==> src/rtl/binarize_pkg.sv <==
// -----------------------------------------------------------------------------
// binarize_pkg
// Shared definitions for the binarization sequencer:
//   - default image geometry (IMG_W_DEF x IMG_H_DEF) and WAIT_THR timeout
//   - controller state encoding (bin_state_e)
//   - addr_w_f(): address width for a given pixel count, clog2 with a floor of 1
// No ports (package).
// -----------------------------------------------------------------------------
package binarize_pkg;

   localparam int unsigned IMG_W_DEF   = 32'd256;
   localparam int unsigned IMG_H_DEF   = 32'd256;
   localparam int unsigned TIMEOUT_DEF = 32'd1024;

   typedef enum logic [2:0] {
      IDLE     = 3'd0,
      SCAN_RD  = 3'd1,
      WAIT_THR = 3'd2,
      SCAN_WR  = 3'd3,
      FINISH   = 3'd4
   } bin_state_e;

   // A single-pixel image still needs a one-bit address bus.
   function automatic int unsigned addr_w_f(input int unsigned npix);
      if (npix <= 32'd2) begin
         return 32'd1;
      end else begin
         return $clog2(npix);
      end
   endfunction

endpackage

==> src/rtl/pix_addr_cnt.sv <==
// -----------------------------------------------------------------------------
// pix_addr_cnt
// Pixel address counter for one scan pass over the image.
//   clk      in   clock, rising edge
//   rst_n    in   asynchronous active-low reset (addr -> 0)
//   clear    in   force addr to 0 (has priority over advance)
//   advance  in   step addr by one; wraps to 0 after the last pixel
//   addr     out  current pixel address (registered)
//   last     out  addr is the final pixel (NPIX-1)
// -----------------------------------------------------------------------------
module pix_addr_cnt
   import binarize_pkg::*;
#(
   parameter int unsigned NPIX   = 32'd16,
   parameter int unsigned ADDR_W = 32'd4
)(
   input  logic              clk,
   input  logic              rst_n,
   input  logic              clear,
   input  logic              advance,
   output logic [ADDR_W-1:0] addr,
   output logic              last
);

   localparam logic [ADDR_W-1:0] LAST_ADDR = ADDR_W'(NPIX - 32'd1);

   logic [ADDR_W-1:0] addr_q;
   logic [ADDR_W-1:0] addr_d;

   // Next address: clear wins, otherwise step with wrap at the last pixel.
   always_comb begin
      addr_d = addr_q;
      if (clear) begin
         addr_d = '0;
      end else if (advance) begin
         if (addr_q == LAST_ADDR) begin
            addr_d = '0;
         end else begin
            addr_d = addr_q + ADDR_W'(1'b1);
         end
      end else begin
         addr_d = addr_q;
      end
   end

   // Address register.
   always_ff @(posedge clk or negedge rst_n) begin
      if (!rst_n) begin
         addr_q <= '0;
      end else begin
         addr_q <= addr_d;
      end
   end

   assign addr = addr_q;
   assign last = (addr_q == LAST_ADDR);

endmodule

==> src/rtl/binarize_seq_ctrl.sv <==
// -----------------------------------------------------------------------------
// binarize_seq_ctrl
// Sequencer for one image binarization job: a read pass over all pixels,
// a wait for the threshold, then a write pass through the binarized path.
//
// Optional feature macro: BIN_CTRL_TIMEOUT_EN
//   defined   -> WAIT_THR gives up after TIMEOUT cycles, sets err, pulses done
//   undefined -> no timeout counter, err tied to 0, WAIT_THR waits forever
//
// Ports
//   clk        in   sole clock, rising edge
//   rst_n      in   asynchronous active-low reset
//   start      in   begin a job (only looked at in IDLE)
//   pix_ready  in   pixel path accepts the current address this cycle
//   thr_valid  in   threshold valid (only looked at in WAIT_THR)
//   addr       out  current pixel address
//   rd_en      out  image memory read strobe (both scan passes)
//   we         out  output memory write enable (write pass, per accepted pixel)
//   enable     out  select binarized path in the output mux
//   busy       out  high whenever not IDLE
//   done       out  one-cycle completion pulse
//   err        out  WAIT_THR timeout flag
// -----------------------------------------------------------------------------
module binarize_seq_ctrl
   import binarize_pkg::*;
#(
   parameter  int unsigned IMG_W   = IMG_W_DEF,
   parameter  int unsigned IMG_H   = IMG_H_DEF,
   parameter  int unsigned TIMEOUT = TIMEOUT_DEF,
   localparam int unsigned NPIX    = IMG_W * IMG_H,
   localparam int unsigned ADDR_W  = addr_w_f(IMG_W * IMG_H)
)(
   input  logic              clk,
   input  logic              rst_n,
   input  logic              start,
   input  logic              pix_ready,
   input  logic              thr_valid,
   output logic [ADDR_W-1:0] addr,
   output logic              rd_en,
   output logic              we,
   output logic              enable,
   output logic              busy,
   output logic              done,
   output logic              err
);

   bin_state_e state_q;
   bin_state_e state_d;

   logic rd_en_q,    rd_en_d;
   logic wr_phase_q, wr_phase_d;
   logic enable_q,   enable_d;
   logic busy_q,     busy_d;
   logic done_q,     done_d;

   logic cnt_clear_s;
   logic cnt_adv_s;
   logic addr_last_s;
   logic tmo_hit_s;

   pix_addr_cnt #(
      .NPIX   (NPIX),
      .ADDR_W (ADDR_W)
   ) u_addr_cnt (
      .clk     (clk),
      .rst_n   (rst_n),
      .clear   (cnt_clear_s),
      .advance (cnt_adv_s),
      .addr    (addr),
      .last    (addr_last_s)
   );

`ifdef BIN_CTRL_TIMEOUT_EN
   localparam int unsigned TMO_W = (TIMEOUT > 32'd1) ? $clog2(TIMEOUT) : 32'd1;
   localparam logic [TMO_W-1:0] TMO_LAST = TMO_W'(TIMEOUT - 32'd1);

   logic [TMO_W-1:0] tmo_cnt_q;
   logic [TMO_W-1:0] tmo_cnt_d;
   logic             err_q;
   logic             err_d;

   // Count consecutive WAIT_THR cycles without a threshold; restart elsewhere.
   always_comb begin
      tmo_cnt_d = '0;
      if ((state_q == WAIT_THR) && !thr_valid && !tmo_hit_s) begin
         tmo_cnt_d = tmo_cnt_q + TMO_W'(1'b1);
      end else begin
         tmo_cnt_d = '0;
      end
   end

   assign tmo_hit_s = (tmo_cnt_q == TMO_LAST);

   // err is sticky until the next accepted start.
   always_comb begin
      err_d = err_q;
      if ((state_q == IDLE) && start) begin
         err_d = 1'b0;
      end else if ((state_q == WAIT_THR) && !thr_valid && tmo_hit_s) begin
         err_d = 1'b1;
      end else begin
         err_d = err_q;
      end
   end

   // Timeout counter and error flag registers.
   always_ff @(posedge clk or negedge rst_n) begin
      if (!rst_n) begin
         tmo_cnt_q <= '0;
         err_q     <= 1'b0;
      end else begin
         tmo_cnt_q <= tmo_cnt_d;
         err_q     <= err_d;
      end
   end

   assign err = err_q;
`else
   localparam int unsigned TIMEOUT_UNUSED = TIMEOUT;

   assign tmo_hit_s = 1'b0;
   assign err       = 1'b0;
`endif

   // Next-state logic; registered outputs are then derived from the next state
   // so they line up with the state they describe.
   always_comb begin
      state_d     = state_q;
      enable_d    = enable_q;
      cnt_clear_s = 1'b0;
      cnt_adv_s   = 1'b0;

      case (state_q)
         IDLE: begin
            if (start) begin
               state_d     = SCAN_RD;
               cnt_clear_s = 1'b1;
               enable_d    = 1'b0;
            end else begin
               state_d = IDLE;
            end
         end
         SCAN_RD: begin
            cnt_adv_s = pix_ready;
            // The counter wraps to 0 on the last accepted pixel.
            if (pix_ready && addr_last_s) begin
               state_d = WAIT_THR;
            end else begin
               state_d = SCAN_RD;
            end
         end
         WAIT_THR: begin
            if (thr_valid) begin
               state_d  = SCAN_WR;
               enable_d = 1'b1;
            end else if (tmo_hit_s) begin
               state_d = FINISH;
            end else begin
               state_d = WAIT_THR;
            end
         end
         SCAN_WR: begin
            cnt_adv_s = pix_ready;
            if (pix_ready && addr_last_s) begin
               state_d = FINISH;
            end else begin
               state_d = SCAN_WR;
            end
         end
         FINISH: begin
            state_d = IDLE;
         end
         default: begin
            state_d     = IDLE;
            cnt_clear_s = 1'b1;
         end
      endcase

      rd_en_d    = (state_d == SCAN_RD) || (state_d == SCAN_WR);
      wr_phase_d = (state_d == SCAN_WR);
      busy_d     = (state_d != IDLE);
      done_d     = (state_d == FINISH);
   end

   // State and output registers.
   always_ff @(posedge clk or negedge rst_n) begin
      if (!rst_n) begin
         state_q    <= IDLE;
         rd_en_q    <= 1'b0;
         wr_phase_q <= 1'b0;
         enable_q   <= 1'b0;
         busy_q     <= 1'b0;
         done_q     <= 1'b0;
      end else begin
         state_q    <= state_d;
         rd_en_q    <= rd_en_d;
         wr_phase_q <= wr_phase_d;
         enable_q   <= enable_d;
         busy_q     <= busy_d;
         done_q     <= done_d;
      end
   end

   assign rd_en  = rd_en_q;
   // Writes follow the pixel handshake so exactly one write lands per address;
   // the registered write-phase flag qualifies the live pix_ready.
   assign we     = wr_phase_q & pix_ready;
   assign enable = enable_q;
   assign busy   = busy_q;
   assign done   = done_q;

endmodule

==> config.mk <==
export PLATFORM = sky130hd
export DESIGN_NAME = binarize_seq_ctrl
export DESIGN_NICKNAME = d
export VERILOG_FILES = /design/src/rtl/binarize_pkg.sv /design/src/rtl/pix_addr_cnt.sv /design/src/rtl/binarize_seq_ctrl.sv
export SDC_FILE = /design/constraint.sdc
export NUM_CORES = 1
export LEC_CHECK = 0
export CORE_ASPECT_RATIO = 1.1
export CORE_MARGIN = 2
export CORE_UTILIZATION = 48
export CTS_CLUSTER_SIZE = 12
export DETAILED_ROUTE_END_ITERATION = 8
export GPL_TIMING_DRIVEN = 0
export HOLD_SLACK_MARGIN = 0.08
export PLACE_DENSITY = 0.75
export SYNTH_ARGS = -nofsm -noshare
export SYNTH_HDL_FRONTEND = slang
export SYNTH_SLANG_ARGS = --single-unit
==> constraint.sdc <==
create_clock -name clk -period 5.6 [get_ports clk]
set_input_delay 1.68 -clock clk [delete_from_list [all_inputs] [get_ports clk]]
set_output_delay 1.68 -clock clk [all_outputs]
set_load 0.05 [all_outputs]
Yosys cells after proc, flatten, opt, wreduce, memory -nomap -nowiden:

Index checks and enable logic that the tools add are counted.

* eq/ne operators: 10
* multipliers: 0
* bitwise logic cells: 1
* divide/modulo/power cells: 0
* $add $sub $neg: 1
* shift-type cells: 0
* magnitude comparators: 0
* mux-type cells: 14
* reductions and logical operators: 9

Operators with widths (number)
* 16-bit two-way mux: 3
* 16-bit by 1-bit adder with 16-bit output, second input constant: 1
* 16-bit == test, second input constant: 1
* 3-bit one-hot mux with 4 select lines: 1
* 3-bit by 2-bit == test with 1-bit output, second input constant: 3
* 3-bit by 1-bit == test with 1-bit output, second input constant: 2
* 3-bit == test, second input constant: 2
* 1-bit two-way mux: 6
* 2-bit inequality test, second input constant: 2
* 1-bit one-hot mux with 2 select lines: 2
* 2-bit nonzero test: 2
* 4-bit OR reduction: 1
* 3-bit zero test: 1
* 3-bit two-way mux: 1
* 3-bit AND reduction: 1
* 3-bit nonzero test: 1
* 2-bit two-way mux: 1
* 2-bit OR reduction: 1
* 1-bit bitwise AND: 1
* 1-bit logical AND: 1
* 1-bit logical OR: 1

* flip-flop bits (word level): 24
* bits in writable memories: 0
* input port bits: 5
* latch bits: 0
* memories kept: 0
* ROM bits: 0
* word-level logic and storage cells: 42

Longest topological paths before layout:

Gate-level depths: netlist of run 1.

* word-level depth: 6
* depth in mapped cells: 6
* gate-level depth less buffers: 5

By module:

From an unflattened synthesis of run 1, not the netlist that was laid out.

* cell total of the unflattened synthesis: 124
* area, all modules: 1219.9 µm²

Modules (own cells, without submodules)
* pix_addr_cnt: cells each 88, area each 843.3 µm², times used 1
* binarize_seq_ctrl: cells each 36, area each 376.6 µm², times used 1

Least setup slack after synthesis of run 1:

Ideal clock, no wire load.

* path kind: input -> output
* from: input port pix_ready
* to: output port we
* required time: 3.920 ns
* arrival: 2.087 ns
* path buffers: 0
* stages: 1
* slack: 1.833 ns
* path through: and2_1

* longest elaborated chain between the ends: 1

Ends and longest elaborated chain
* start: declaration: RTL line binarize_seq_ctrl.sv:36 `input logic pix_ready,`
* 1-bit bitwise AND: RTL line binarize_seq_ctrl.sv:207 `assign we = wr_phase_q & pix_ready;`
* end: declaration: RTL line binarize_seq_ctrl.sv:40 `output logic we,`

No other way between the ends.

Worst setup path after layout of run 1:

Ends and elaborated chain as after synthesis.

==> results.sh, run 1 <==
export IMPL_fmax_ghz=0.206
export IMPL_setup_viol=0
export IMPL_drv_slew=0
export IMPL_vias_per_cell=6.49
export IMPL_nets=181
export IMPL_hold_buffers=0
export IMPL_synth_edf_count=0
export IMPL_hpwlAfterDp_um=2520
export IMPL_finalCritPeriodShare_pct=86.5
export IMPL_synth_seq_area_share_pct=44.8
export IMPL_antenna_found_initial=0
export IMPL_whs_ns=0.565
export IMPL_drt_iter0_drc=43
export IMPL_rsz0062_at_grt="false"
export IMPL_pwr_share_clk_pct=19.5
export IMPL_worst_slew_pin_slew_ns=1.07
export IMPL_cts_root_buf="clkbuf_4"
export IMPL_path_clk_slew_ns=0.13
export IMPL_seqCellArea_um2=601
export IMPL_p_seq_share_pct=47.2
export IMPL_synthToLayoutAreaGrowth_pct=24.5
export IMPL_place_congestion=0.896
export IMPL_switching_power_mw=0.193
export IMPL_post_cts_setup_buffers=0
export IMPL_cts_sinks=24
export IMPL_grt_pass1_vias=1308
export IMPL_firstDrtPassIters=4
export IMPL_drc=0
export IMPL_syn_nets=151
export IMPL_numPortBuffers=25
export IMPL_max_vdd_ir_drop_mv=0.222
export IMPL_overflow=0
export IMPL_wl_per_cell_um=17.3
export IMPL_grt_max_degree=25
export IMPL_async_flop_share_pct=100
export IMPL_hold_viol=0
export IMPL_post_cts_resized=0
export IMPL_status="finished, final reports clean"
export IMPL_clk_latency_ns=0.32
export IMPL_drt_wl_total_um=3570
export IMPL_numCtsBuffers=3
export IMPL_initial_core_util_pct=49.6
export IMPL_fin_util_pct=61.7
export IMPL_worstHoldPathType="register to register"
export IMPL_synth_warnings=0
export IMPL_ys_ff_latch=24
export IMPL_drv_cap=0
export IMPL_fp_dieW_um=54.4
export IMPL_arrival_ns=3.17
export IMPL_synth_ff_type="dfrtp_1"
export IMPL_synthTopCellsByCount="dfrtp_1, nor2_1, nand2_1, nand4_1, a21oi_1"
export IMPL_synth_most_common_cell="dfrtp_1"
export IMPL_cts_tree="done"
export IMPL_die_area_um2=3230
export IMPL_syn_cell_area_um2=1340
export IMPL_multi_input_area_um2=693
export IMPL_fillers=253
export IMPL_required_ns=3.92
export IMPL_antenna_cells=0
export IMPL_num_rows=20
export IMPL_min_period_ns=4.85
export IMPL_start_kind="primary input"
export IMPL_swShare_pct=40.3
export IMPL_maxSlewHeadroom_pct=28.2
export IMPL_worstSetupPathType="primary input to output port"
export IMPL_coreArea_um2=2700
export IMPL_power_density_cell_area_nw_per_um2=287
export IMPL_pwr_share_comb_pct=33.4
export IMPL_cp_end_kind="output port"
export IMPL_ant_nets=0
export IMPL_cp_max_fo=3
export IMPL_p_leak_nw=0.658
export IMPL_setup_tns_ns=0
export IMPL_fp_dieH_um=59.4
export IMPL_htree_levels=1
export IMPL_synthCells=145
export IMPL_cts_max_path_buffers=2
export IMPL_yosysTopAreaCellShare_pct=44.8
export IMPL_synth_area_per_cell_um2=9.24
export IMPL_p_int_mw=0.286
export IMPL_synth_largest_area_cell="dfrtp_1"
export IMPL_ys_top_cells_by_area="dfrtp_1, nor2_1, nand4_1, nand2_1, a21oi_1"
export IMPL_track_usage_pct=24.6
export IMPL_netlist_cell_type_count=47
export IMPL_final_layout_size_suffix_gt1_share_pct=9.20
export IMPL_vias=1343
export IMPL_clock_skew_ns=0.00643
export IMPL_io_pins=27
export IMPL_grt_pass1_wl_um=5840
[power groups by stage]
stage	Clock [mW]	Combinational, mW	Sequential (mW)
after floorplan	0	0.0414	0.286
after global placement	0	0.157	0.227
after detailed placement	0	0.159	0.227
after CTS	0.0954	0.160	0.225
after global routing	0.101	0.170	0.230
final	0.0932	0.160	0.226
[final timing paths]
kind	from	end	cells past startpoint	slack (ns)
setup / recovery	pix_ready	we	3	0.75
hold / removal	enable	enable	2	0.56
setup reg to reg	u_addr_cnt.addr[0]	u_addr_cnt.addr[15]	6	3.45
hold reg to reg	enable	enable	2	0.56
max in group asynchronous	rst_n	u_addr_cnt.addr[4]	1	3.04
min in group asynchronous	rst_n	state_q[1]	1	1.93
[layer usage]
metal	up-vias	track usage, %	part of all wire (%)	routed length [µm]
met5	-	0	0	0
met4	0	11.4	3.8	136
met3	21	2.53	6.0	215
met2	62	40.6	48	1710
met1	652	31.8	42	1510
li1	608	-	-	-
[flip-flops by register name, summed over array words and instances (netlist names)]
| signal | flops |
|---|---|
| wr_phase_q | 1 |
| enable | 1 |
| done | 1 |
| rd_en | 1 |
| state_q | 3 |
| u_addr_cnt.addr | 16 |
| busy | 1 |
[kinds of logic (layout without fill, tap and decap cells)]
| family | count (synthesis) | in the layout | synth area share (%) |
|---|---|---|---|
| and+or+nand+nor | 70 | 70 | 30.0 |
| AOI/OAI and AO/OA | 33 | 33 | 17.1 |
| DFF | 24 | 24 | 44.8 |
| buffers and inverters | 11 | 40 | 3.45 |
| xor gates and xnor gates | 4 | 4 | 2.61 |
| adders and majority gates | 1 | 1 | 0.934 |
| other | 1 | 1 | 0.280 |
| muxes | 1 | 1 | 0.840 |
[critical path: stages]
cell and delay, ns:
clkdlybuf4s50_1 0.54, and2_1 0.15, clkdlybuf4s50_1 0.79
[cells in the final DEF, fill, tap and decap left out, types with 2 or more instances in the layout]
cell type	netlist	layout
clkdlybuf4s50_1	0	25
a31oi_1	5	5
nand2_1	12	12
xnor2_1	3	3
nor4_1	3	3
a21o_1	2	2
or3_1	2	2
nand3_1	3	3
nand4_1	8	8
dfrtp_1	24	24
a41oi_1	3	3
a21oi_1	7	7
and2_1	3	3
and3_1	4	4
clkbuf_1	6	6
inv_1	3	3
and4_1	3	3
clkbuf_4	0	3
nor2_1	16	16
o21ai_0	3	3
a311oi_1	3	3
nor3_1	4	4
o211ai_1	2	2
[final cells by class]
| type | instances | share of cell area, % |
|---|---|---|
| multi-input cells | 110 | 41.6 |
| flip-flops and latches | 24 | 36.0 |
| repair buffers | 25 | 15.0 |
| well taps | 33 | 2.48 |
| clock buffers | 4 | 2.18 |
| plain buffers | 8 | 2.10 |
| inverters | 3 | 0.675 |
[stage by stage]
step	setup WS, ns	total power [mW]	cell area, µm²	cells
floorplan	1.83	0.327	1340	145
global placement	0.764	0.383	1630	203
detailed placement	0.749	0.387	1630	203
CTS	0.744	0.480	1670	207
global route	0.721	0.500	1670	207
finish	0.754	0.478	1670	207
(Power assumes the default switching activity.)
==> inputs of run 2 (changes only) <==
- PLACE_DENSITY: 0.75 -> default
- PLACE_DENSITY_LB_ADDON: default -> 0.3
==> results.sh, run 2 (synthesis gave the netlist of run 1 again) <==
export IMPL_cp_num_buf_inv=2
export IMPL_max_vdd_ir_drop_mv=0.262
export IMPL_hold_path_cell_count=1
export IMPL_final_layout_size_suffix_gt1_share_pct=8.67
export IMPL_fp_dieW_um=54.4
export IMPL_power_density_cell_area_nw_per_um2=277
export IMPL_io_pins=27
export IMPL_drc=0
export IMPL_worstSetupPathType="primary input to output port"
export IMPL_firstDrtPassIters=4
export IMPL_hold_viol=0
export IMPL_hpwlAfterDp_um=2470
export IMPL_timing_hold_worst_endpoint="u_addr_cnt.addr[13]"
export IMPL_drt_wl_total_um=3400
export IMPL_rsz0062_at_grt="false"
export IMPL_nets=181
export IMPL_drv_cap=0
export IMPL_antenna_cells=0
export IMPL_clk_latency_ns=0.31
export IMPL_die_area_um2=3230
export IMPL_place_congestion=0.875
export IMPL_grt_max_degree=25
export IMPL_htree_levels=1
export IMPL_mostFrequentLayoutCells="clkdlybuf4s50_1, dfrtp_1, nor2_1"
export IMPL_crit_path_frequent_cell="clkdlybuf4s50_1"
export IMPL_clock_skew_ns=0.00534
export IMPL_drv_slew=0
export IMPL_worst_slew_pin_slew_ns=1.05
export IMPL_arrival_ns=3.17
export IMPL_largest_reg_flops=16
export IMPL_coreArea_um2=2700
export IMPL_cts_sinks=24
export IMPL_cp_end_kind="output port"
export IMPL_mostFrequentLayoutCell="clkdlybuf4s50_1"
export IMPL_vias_per_cell=6.34
export IMPL_p_leak_nw=0.651
export IMPL_r2r_cells=6
export IMPL_cts_tree="done"
export IMPL_finalCritPeriodShare_pct=86.6
export IMPL_grt_pass1_wl_um=5580
export IMPL_fp_dieH_um=59.4
export IMPL_ant_nets=0
export IMPL_cts_max_path_buffers=2
export IMPL_min_period_ns=4.85
export IMPL_numCtsBuffers=3
export IMPL_initial_core_util_pct=49.6
export IMPL_rr_startpoint="u_addr_cnt.addr[0]"
export IMPL_worstHoldPathType="register to register"
export IMPL_rrSetupSlack_ns=3.51
export IMPL_required_ns=3.92
export IMPL_path_clk_slew_ns=0.12
export IMPL_r2r_end="u_addr_cnt.addr[15]"
export IMPL_hold_buffers=0
export IMPL_fmax_ghz=0.206
export IMPL_multi_input_area_um2=693
export IMPL_status="finished, final reports clean"
export IMPL_synthToLayoutAreaGrowth_pct=23.4
export IMPL_overflow=0
export IMPL_wl_per_cell_um=16.5
export IMPL_finalPower_mw=0.458
export IMPL_min_delay_start="u_addr_cnt.addr[13]"
export IMPL_fillers=238
export IMPL_antenna_found_initial=0
export IMPL_cts_root_buf="clkbuf_4"
export IMPL_numPortBuffers=25
export IMPL_setup_viol=0
export IMPL_drt_iter0_drc=60
export IMPL_track_usage_pct=23.7
export IMPL_vias=1306
export IMPL_setup_tns_ns=0
export IMPL_cp_top_family="buffers and inverters"
export IMPL_grt_pass1_vias=1236
export IMPL_start_kind="primary input"
export IMPL_crit_chain="clkdlybuf4s50_1 -> and2_1 -> clkdlybuf4s50_1"
export IMPL_seqCellArea_um2=601
export IMPL_cp_slowest_cell="clkdlybuf4s50_1"
export IMPL_num_rows=20
export IMPL_post_cts_resized=0
export IMPL_cp_max_fo=3
export IMPL_cpPeakStageDelay_ns=0.79
export IMPL_maxSlewHeadroom_pct=30.0
export IMPL_post_cts_setup_buffers=0
run 2: changes by cell type in the layout (fill, tap and decap cells not counted):
cell	previous run	this run
clkbuf_8	1	0
run 2: how the worst max path moves through the flow:
| stage | from | end | slack (ns) | cells after the start |
|---|---|---|---|---|
| 2_1_floorplan | pix_ready | we | 1.83 | 1 |
| 3_3_place_gp | pix_ready | we | 0.77 | 3 |
| 3_5_place_dp | pix_ready | we | 0.76 | 3 |
| 4_1_cts | pix_ready | we | 0.75 | 3 |
| 5_1_grt | pix_ready | we | 0.71 | 3 |
| 6_report | pix_ready | we | 0.75 | 3 |
run 2: per-stage QoR:
step	hold WS [ns]	instances	setup WS (ns)	util, %	instance area (µm²)
2_1_floorplan	0.607	145	1.83	-	1340
3_3_place_gp	0.517	203	0.767	60.4	1630
3_5_place_dp	0.567	203	0.756	60.4	1630
4_1_cts	0.594	206	0.751	61.2	1650
5_1_grt	0.628	206	0.712	61.2	1650
6_report	0.593	206	0.751	61.2	1650
run 2: power by group:
group	switching (mW)	internal, mW	total [mW]
clock	0.0487	0.0252	0.0738
combinational	0.104	0.0544	0.158
sequential	0.0346	0.191	0.226
total	0.187	0.271	0.458
run 2: cell type report:
cell class | instances | area share [%]
Sequential cell | 24 | 36.3
Clock buffer | 3 | 1.36
Multi-Input combinational cell | 110 | 41.9
Timing Repair Buffer | 25 | 15.1
Inverter | 3 | 0.681
Buffer | 8 | 2.12
Tap cell | 33 | 2.50
run 2: per-layer routing:
metal / routed length [µm] / GRT usage, % / vias to the layer above / share of wire, %
met5: 0 / 0 / - / 0
met4: 77 / 10.0 / 0 / 2.3
met3: 159 / 2.27 / 11 / 4.7
met2: 1730 / 38.9 / 49 / 51
met1: 1440 / 31.5 / 642 / 42
li1: - / - / 604 / -
